## config.mk

```make
export PLATFORM = sky130hd
export DESIGN_NAME = vcve2_vrf_seq
export DESIGN_NICKNAME = d
export VERILOG_FILES = /design/src/rtl/vcve2_pkg.sv /design/src/rtl/vcve2_vrf_seq.sv
export SDC_FILE = /design/constraint.sdc
export NUM_CORES = 1
export LEC_CHECK = 0
export BUFFER_PORTS_ARGS = -buffer_cell sky130_fd_sc_hd__buf_4
export CAP_MARGIN = 20
export CORE_UTILIZATION = 25
export DETAILED_ROUTE_END_ITERATION = 8
export PLACE_DENSITY = 0.53
export SYNTH_ARGS = -nofsm -noshare
export SYNTH_HDL_FRONTEND = slang
export SYNTH_SLANG_ARGS = --single-unit
```

## constraint.sdc

```tcl
create_clock -name clk_i -period 3.95 [get_ports clk_i]
set_input_delay 0.79 -clock clk_i [delete_from_list [all_inputs] [get_ports clk_i]]
set_output_delay 0.79 -clock clk_i [all_outputs]
set_load 0.005 [all_outputs]
```

## src/rtl/vcve2_pkg.sv

```systemverilog
// Shared types and constants for the VRF sequencer.
// Contents:
//   VrfWordWidth - width of one vector-register word
//   vrf_state_e  - sequencer FSM states
//   word_entry() - first state of a word, based on which operands are read
package vcve2_pkg;

  localparam int unsigned VrfWordWidth = 32;

  typedef enum logic [3:0] {
    StIdle,
    StLoad,
    StRs1Req,
    StRs1Wait,
    StRs2Req,
    StRs2Wait,
    StExec,
    StRdReq,
    StDone
  } vrf_state_e;

  // A word starts at the first source it has to read, or at EXEC if none.
  function automatic vrf_state_e word_entry(input logic use_rs1, input logic use_rs2);
    if (use_rs1) return StRs1Req;
    if (use_rs2) return StRs2Req;
    return StExec;
  endfunction

endpackage

```

## src/rtl/vcve2_vrf_seq.sv

```systemverilog
// Vector register file sequencer: walks NumWords 32-bit words of a vector
// instruction, reading vs1/vs2 from VRF memory, handing operands to the
// execute unit and writing the result back, while steering an external AGU.
//
// Ports:
//   clk_i, rst_i                 clock, asynchronous active-high reset
//   start_i, use_rs1_i/use_rs2_i instruction issue (sampled in IDLE only)
//   busy_o, done_o               status; done_o is a one-cycle pulse
//   agu_*_o                      AGU load / source select / increment
//   mem_*                        VRF memory request/grant/rvalid handshake
//   op_a_o, op_b_o, op_valid_o   operands to the execute unit
//   res_valid_i, res_i           execute result for the current word
//
// Optional feature (macro VCVE2_SLIDE_EN): adds slide_i, slide_up_i and
// slide_off_i. A slide skips vs1 reads and EXEC, copies each vs2 word
// straight to the write buffer and processes NumWords-slide_off_i words.
// The slide direction only matters to the AGU's addressing.
module vcve2_vrf_seq
  import vcve2_pkg::*;
#(
  parameter int unsigned AddrWidth = 32,
  parameter int unsigned NumWords  = 4
) (
  input  logic                          clk_i,
  input  logic                          rst_i,
  input  logic                          start_i,
  input  logic                          use_rs1_i,
  input  logic                          use_rs2_i,
`ifdef VCVE2_SLIDE_EN
  input  logic                          slide_i,
  input  logic                          slide_up_i,
  input  logic [$clog2(NumWords):0]     slide_off_i,
`endif
  output logic                          busy_o,
  output logic                          done_o,
  output logic                          agu_load_o,
  output logic                          agu_get_rs1_o,
  output logic                          agu_get_rs2_o,
  output logic                          agu_get_rd_o,
  output logic                          agu_incr_o,
  output logic                          mem_req_o,
  output logic                          mem_we_o,
  input  logic                          mem_gnt_i,
  input  logic                          mem_rvalid_i,
  input  logic [VrfWordWidth-1:0]       mem_rdata_i,
  output logic [VrfWordWidth-1:0]       mem_wdata_o,
  output logic [VrfWordWidth-1:0]       op_a_o,
  output logic [VrfWordWidth-1:0]       op_b_o,
  output logic                          op_valid_o,
  input  logic                          res_valid_i,
  input  logic [VrfWordWidth-1:0]       res_i
);

  localparam int unsigned CntW = $clog2(NumWords);
  localparam int unsigned OffW = CntW + 1;

  // AddrWidth only configures the AGU beside this block; reject nonsense here.
  if ((NumWords != 2 && NumWords != 4 && NumWords != 8) || AddrWidth == 0) begin : gen_param_check
    $error("vcve2_vrf_seq: NumWords must be 2, 4 or 8 and AddrWidth nonzero");
  end

  vrf_state_e              state_q, state_d;
  logic [CntW-1:0]         cnt_q, cnt_d;
  logic [CntW-1:0]         last_q, last_d;
  logic                    use_rs1_q, use_rs1_d;
  logic                    use_rs2_q, use_rs2_d;
  logic [VrfWordWidth-1:0] op_a_q, op_a_d;
  logic [VrfWordWidth-1:0] op_b_q, op_b_d;
  logic [VrfWordWidth-1:0] wbuf_q, wbuf_d;
  logic                    slide_act;
  logic                    skip_act;

`ifdef VCVE2_SLIDE_EN
  logic            slide_q, slide_d;
  logic            skip_q, skip_d;
  logic [OffW-1:0] off_last;

  // Index of the last processed word; only meaningful when the offset is in range.
  assign off_last  = OffW'(NumWords - 1) - slide_off_i;
  assign slide_act = slide_q;
  assign skip_act  = skip_q;
`else
  assign slide_act = 1'b0;
  assign skip_act  = 1'b0;
`endif

  always_comb begin
    state_d   = state_q;
    cnt_d     = cnt_q;
    last_d    = last_q;
    use_rs1_d = use_rs1_q;
    use_rs2_d = use_rs2_q;
    op_a_d    = op_a_q;
    op_b_d    = op_b_q;
    wbuf_d    = wbuf_q;
`ifdef VCVE2_SLIDE_EN
    slide_d   = slide_q;
    skip_d    = skip_q;
`endif
    unique case (state_q)
      StIdle: begin
        if (start_i) begin
          state_d   = StLoad;
          use_rs1_d = use_rs1_i;
          use_rs2_d = use_rs2_i;
          last_d    = CntW'(NumWords - 1);
`ifdef VCVE2_SLIDE_EN
          slide_d = slide_i;
          skip_d  = slide_i && (slide_off_i >= OffW'(NumWords));
          if (slide_i) begin
            // A slide is a pure vs2 -> vd copy.
            use_rs1_d = 1'b0;
            use_rs2_d = 1'b1;
            last_d    = off_last[CntW-1:0];
          end
`endif
        end
      end
      StLoad: begin
        cnt_d   = '0;
        state_d = skip_act ? StDone : word_entry(use_rs1_q, use_rs2_q);
      end
      StRs1Req: if (mem_gnt_i) state_d = StRs1Wait;
      StRs1Wait: begin
        if (mem_rvalid_i) begin
          op_a_d  = mem_rdata_i;
          state_d = use_rs2_q ? StRs2Req : StExec;
        end
      end
      StRs2Req: if (mem_gnt_i) state_d = StRs2Wait;
      StRs2Wait: begin
        if (mem_rvalid_i) begin
          if (slide_act) begin
            wbuf_d  = mem_rdata_i;
            state_d = StRdReq;
          end else begin
            op_b_d  = mem_rdata_i;
            state_d = StExec;
          end
        end
      end
      StExec: begin
        if (res_valid_i) begin
          wbuf_d  = res_i;
          state_d = StRdReq;
        end
      end
      StRdReq: begin
        // The write is complete at grant; a later rvalid is never waited for.
        if (mem_gnt_i) begin
          cnt_d   = cnt_q + CntW'(1);
          state_d = (cnt_q == last_q) ? StDone : word_entry(use_rs1_q, use_rs2_q);
        end
      end
      StDone:  state_d = StIdle;
      default: state_d = StIdle;
    endcase
  end

  always_ff @(posedge clk_i or posedge rst_i) begin
    if (rst_i) begin
      state_q   <= StIdle;
      cnt_q     <= '0;
      last_q    <= '0;
      use_rs1_q <= 1'b0;
      use_rs2_q <= 1'b0;
      op_a_q    <= '0;
      op_b_q    <= '0;
      wbuf_q    <= '0;
`ifdef VCVE2_SLIDE_EN
      slide_q   <= 1'b0;
      skip_q    <= 1'b0;
`endif
    end else begin
      state_q   <= state_d;
      cnt_q     <= cnt_d;
      last_q    <= last_d;
      use_rs1_q <= use_rs1_d;
      use_rs2_q <= use_rs2_d;
      op_a_q    <= op_a_d;
      op_b_q    <= op_b_d;
      wbuf_q    <= wbuf_d;
`ifdef VCVE2_SLIDE_EN
      slide_q   <= slide_d;
      skip_q    <= skip_d;
`endif
    end
  end

  // Controls decode from the registered state only, so an asynchronous reset
  // drops every output in the same cycle.
  always_comb begin
    busy_o        = (state_q != StIdle);
    done_o        = (state_q == StDone);
    agu_load_o    = (state_q == StLoad);
    agu_get_rs1_o = (state_q == StRs1Req) || (state_q == StRs1Wait);
    agu_get_rs2_o = (state_q == StRs2Req) || (state_q == StRs2Wait);
    agu_get_rd_o  = (state_q == StRdReq);
    mem_req_o     = (state_q == StRs1Req) || (state_q == StRs2Req) || (state_q == StRdReq);
    mem_we_o      = (state_q == StRdReq);
    agu_incr_o    = mem_req_o && mem_gnt_i;
    op_valid_o    = (state_q == StExec);
    op_a_o        = op_a_q;
    op_b_o        = op_b_q;
    mem_wdata_o   = wbuf_q;
  end

endmodule

```

==> impl.org <==
** Synthesis
- Dominant cell type by area after synthesis :: dfrtp_1
- In the synthesized netlist the async set-or-reset flop fraction comes to 100.0%.
- The cell area that synthesis handed to floorplanning was 4239 um2.
- Total nets after synthesis :: 347
- For this run, the number of Yosys warnings is 0.
- Summing the sequential cell areas from Yosys gives 61.98% of the chip area.
- In the post-synthesis netlist, the biggest area contributors are dfrtp_1 62%, mux2_2 25%, buf_2 1.1%.
- The top cell type by area accounts for 61.98% of the synthesized area.
- Most used flip-flop cell after synthesis :: dfrtp_1
- Number of distinct library cells after synthesis :: 36
- Register bit total from synthesis :: 105
- After technology mapping, the gate count stands at 275.
- Number of enable flip-flop cells after synthesis :: 0
- Post-synthesis area per instance :: 15.41 um2

** Timing
- The number of endpoints with negative hold slack in the final report was 0.
- Static timing analysis puts the maximum clock frequency at 381.7 MHz.
- Adding up every negative setup slack in the final design gives 0 ns.
- The max-slew violation total from the final report came to 0.
- Setup repair after global routing left no endpoint under its margin.
- After layout, the minimum clock period comes to 2.620 ns.
- Setup violations remaining at the end of the flow were counted as 0.
- Worst slew slack as a fraction of its limit :: 41.75%
- Worst clock skew :: 0.01030 ns
- Share of the clock period used by the worst path :: 66.32%
- At the pin with the least slew margin, the transition time is 0.8711 ns.

** Clocking
- Counting every sink on the clock net gives 105.
- Once the clock tree was built, the setup fixing pass inserted 0 buffers.
- Worst-Skew Late Latency :: 0.34 ns
- TritonCTS built the clock tree.
- CTS max path bufs :: 2
- Clock tree root buffer cell :: clkbuf_16
- CTS Buf Count :: 9
- Clock slew at the register clock pins of the worst setup and hold paths :: 0.07 ns
- CTS resizes :: 0
- Hold-fix buffers, CTS :: 0
- The H-tree was split into 3 levels.

** Floorplanning
- Area enclosed by the die boundary :: 17480 um2
- Number of primary I/O pins :: 178
- Initial Util :: 25.56%
- The floorplan step set the die height to 132.2 um.
- Area of the core :: 16580 um2
- Std-Cell Rows :: 47
- In this run the horizontal extent of the chip is 132.2 um.

** Placed design
- Detailed placement ended at an HPWL of 7.217 mm.
- Routability-driven placement finished with a final weighted congestion of 0.7283.
- Area after detailed placement :: 5779 um2
- IO Port Bufs :: 177
- After detailed placement, the design holds a cell count of 660.

** Outcome
- The run finished with clean final reports.

** Critical path
- The worst setup path is of the flop to output port kind.
- Endpoint type of the worst setup path :: output port
- Arrival time of the worst setup path :: 1.83 ns
- Data on the critical path is required at its endpoint by 3.16 ns.
- STA classifies the critical path startpoint as a flop.
- Of all nets on the critical path, the largest fanout is 17.

** Layout
- In the final design database the tool counted 523 nets.
- Seq. cell area :: 2628 um2
- The area growth from synthesis to layout is 43.71%.
- Area used by multi-input combinational logic :: 1488 um2
- Commonest non-fill, non-tap cell in the layout :: buf_4
- Antenna diode count :: 0
- Top library cells by usage in the layout, fill and taps aside :: 180 x buf_4, 105 x dfrtp_1, 95 x mux2_2
- Final instance area :: 6092 um2
- The count of cells in the finished layout, fillers not included, comes to 676.
- In the final layout, the share of cells above drive strength 1 is 66.45%.
- The layout has 1614 filler cells.
- Final cell utilization of the core :: 36.74%

** Global routing
- The via count of the first global-routing pass is 2948.
- Summed over all layers, the global routing overflow is 0.
- Pin count of the biggest net entering global routing :: 59
- Global routing consumed, over all layers together, 11.62% of the routing resources.
- The first global-routing pass estimated 15.85 mm of wire.
- Initial antenna violation count :: 0

** Detailed routing
- Dividing the detail-routed via count by the number of cells gives 4.257.
- Number of nets still failing antenna checks after routing :: 0
- DRT Wirelength :: 9.815 mm
- The first detailed-routing pass ran for 4 iterations.
- For this run, design rule violations remaining after detail routing come to 0.
- Initial detailed-routing violation count :: 74
- Across all layers, the routed design uses 2878 vias.
- Routed length per instance :: 14.52 um

** Job
- Maximum capacitance violations :: 0

** Power
- Power per cell area :: 795.8 nW/um2
- Peak VDD IR :: 0.2709 mV
- Summed over all cells, the static leakage comes to 2.892 nW.

** Hold path
- The path class of the tightest hold or removal check is flop to flop.
-- cell type report --
type | count | area share [%]
clock buffers | 10 | 3.923
repair buffers | 181 | 22.51
inverters | 4 | 0.2875
clock inverters | 6 | 1.212
multi-input cells | 150 | 24.42
flip-flops and latches | 105 | 43.13
well taps | 220 | 4.518
-- worst paths after layout --
| path | startpoint | endpoint | slack, ns | cells past startpoint |
|---|---|---|---|---|
| min in group asynchronous | rst_i | op_b_o[22]$_DFFE_PP0P_ | 0.57 | 2 |
| setup / recovery | state_q[1]$_DFFE_PP0P_ | agu_incr_o | 1.33 | 4 |
| max in group asynchronous | rst_i | mem_wdata_o[8]$_DFFE_PP0P_ | 2.57 | 3 |
| setup reg to reg | state_q[0]$_DFFE_PP0P_ | op_b_o[26]$_DFFE_PP0P_ | 1.53 | 4 |
| hold reg to reg | last_q[0]$_DFFE_PP0P_ | last_q[0]$_DFFE_PP0P_ | 0.50 | 1 |
| hold / removal | last_q[0]$_DFFE_PP0P_ | last_q[0]$_DFFE_PP0P_ | 0.50 | 1 |
-- metrics by stage --
stage          total power [W]  hold slack, ns  setup WS, ns
2_1_floorplan         0.002902          0.4515        0.3995
4_1_cts               0.004940          0.5012         1.326
5_1_grt               0.005185          0.5128         1.220
3_5_place_dp          0.003980          0.4808         1.430
6_report              0.004848          0.4975         1.330
3_3_place_gp          0.003929          0.4735         1.510
-- synth_stat cells, drive strengths merged (2+ instances only) --
cell,n
inv,4
nand3,3
a21oi,2
nand2b,4
dfrtp,105
nor4b,3
buf,15
o21ai,4
nor2,5
nand2,8
nand3b,2
and2,2
mux2,101
or3,2
-- routing by layer --
layer / vias to the layer above / wire length [um] / GRT usage, %
li1: 1320 / - / -
met1: 1423 / 4134 / 14.36
met2: 126 / 4773 / 18.69
met3: 9 / 802 / 4.344
met4: 0 / 104 / 3.831
met5: - / 0 / 0
-- kinds of logic (layout without fill, tap and decap cells) --
group,count (synthesis),after routing,share of synthesized area [%]
DFF,105,105,61.98
muxes,102,102,27.33
and+or+nand+nor,35,35,5.283
buffers and inverters,20,201,2.922
AOI/OAI and AO/OA,12,12,2.096
xor gates and xnor gates,1,1,0.3838
-- registers in the layout, indices dropped and copies added, names as in the netlist --
register / cells
state_q: 4
mem_wdata_o: 32
use_rs1_q: 1
op_b_o: 32
op_a_o: 32
cnt_q: 2
use_rs2_q: 1
last_q: 1
-- report_power, final --
group / internal (W) / switching, W / total (W)
clock network: 0.000517 / 0.000414 / 0.000931
logic: 0.00129 / 0.000663 / 0.00196
registers: 0.00161 / 0.000351 / 0.00196
-- worst max-delay path, stage by stage (launching register included) --
cell,delay (ns)
dfrtp_1,0.72
xnor2_2,0.16
o32ai_2,0.30
and2_1,0.20
buf_4,0.12
(Power assumes the default switching activity.)
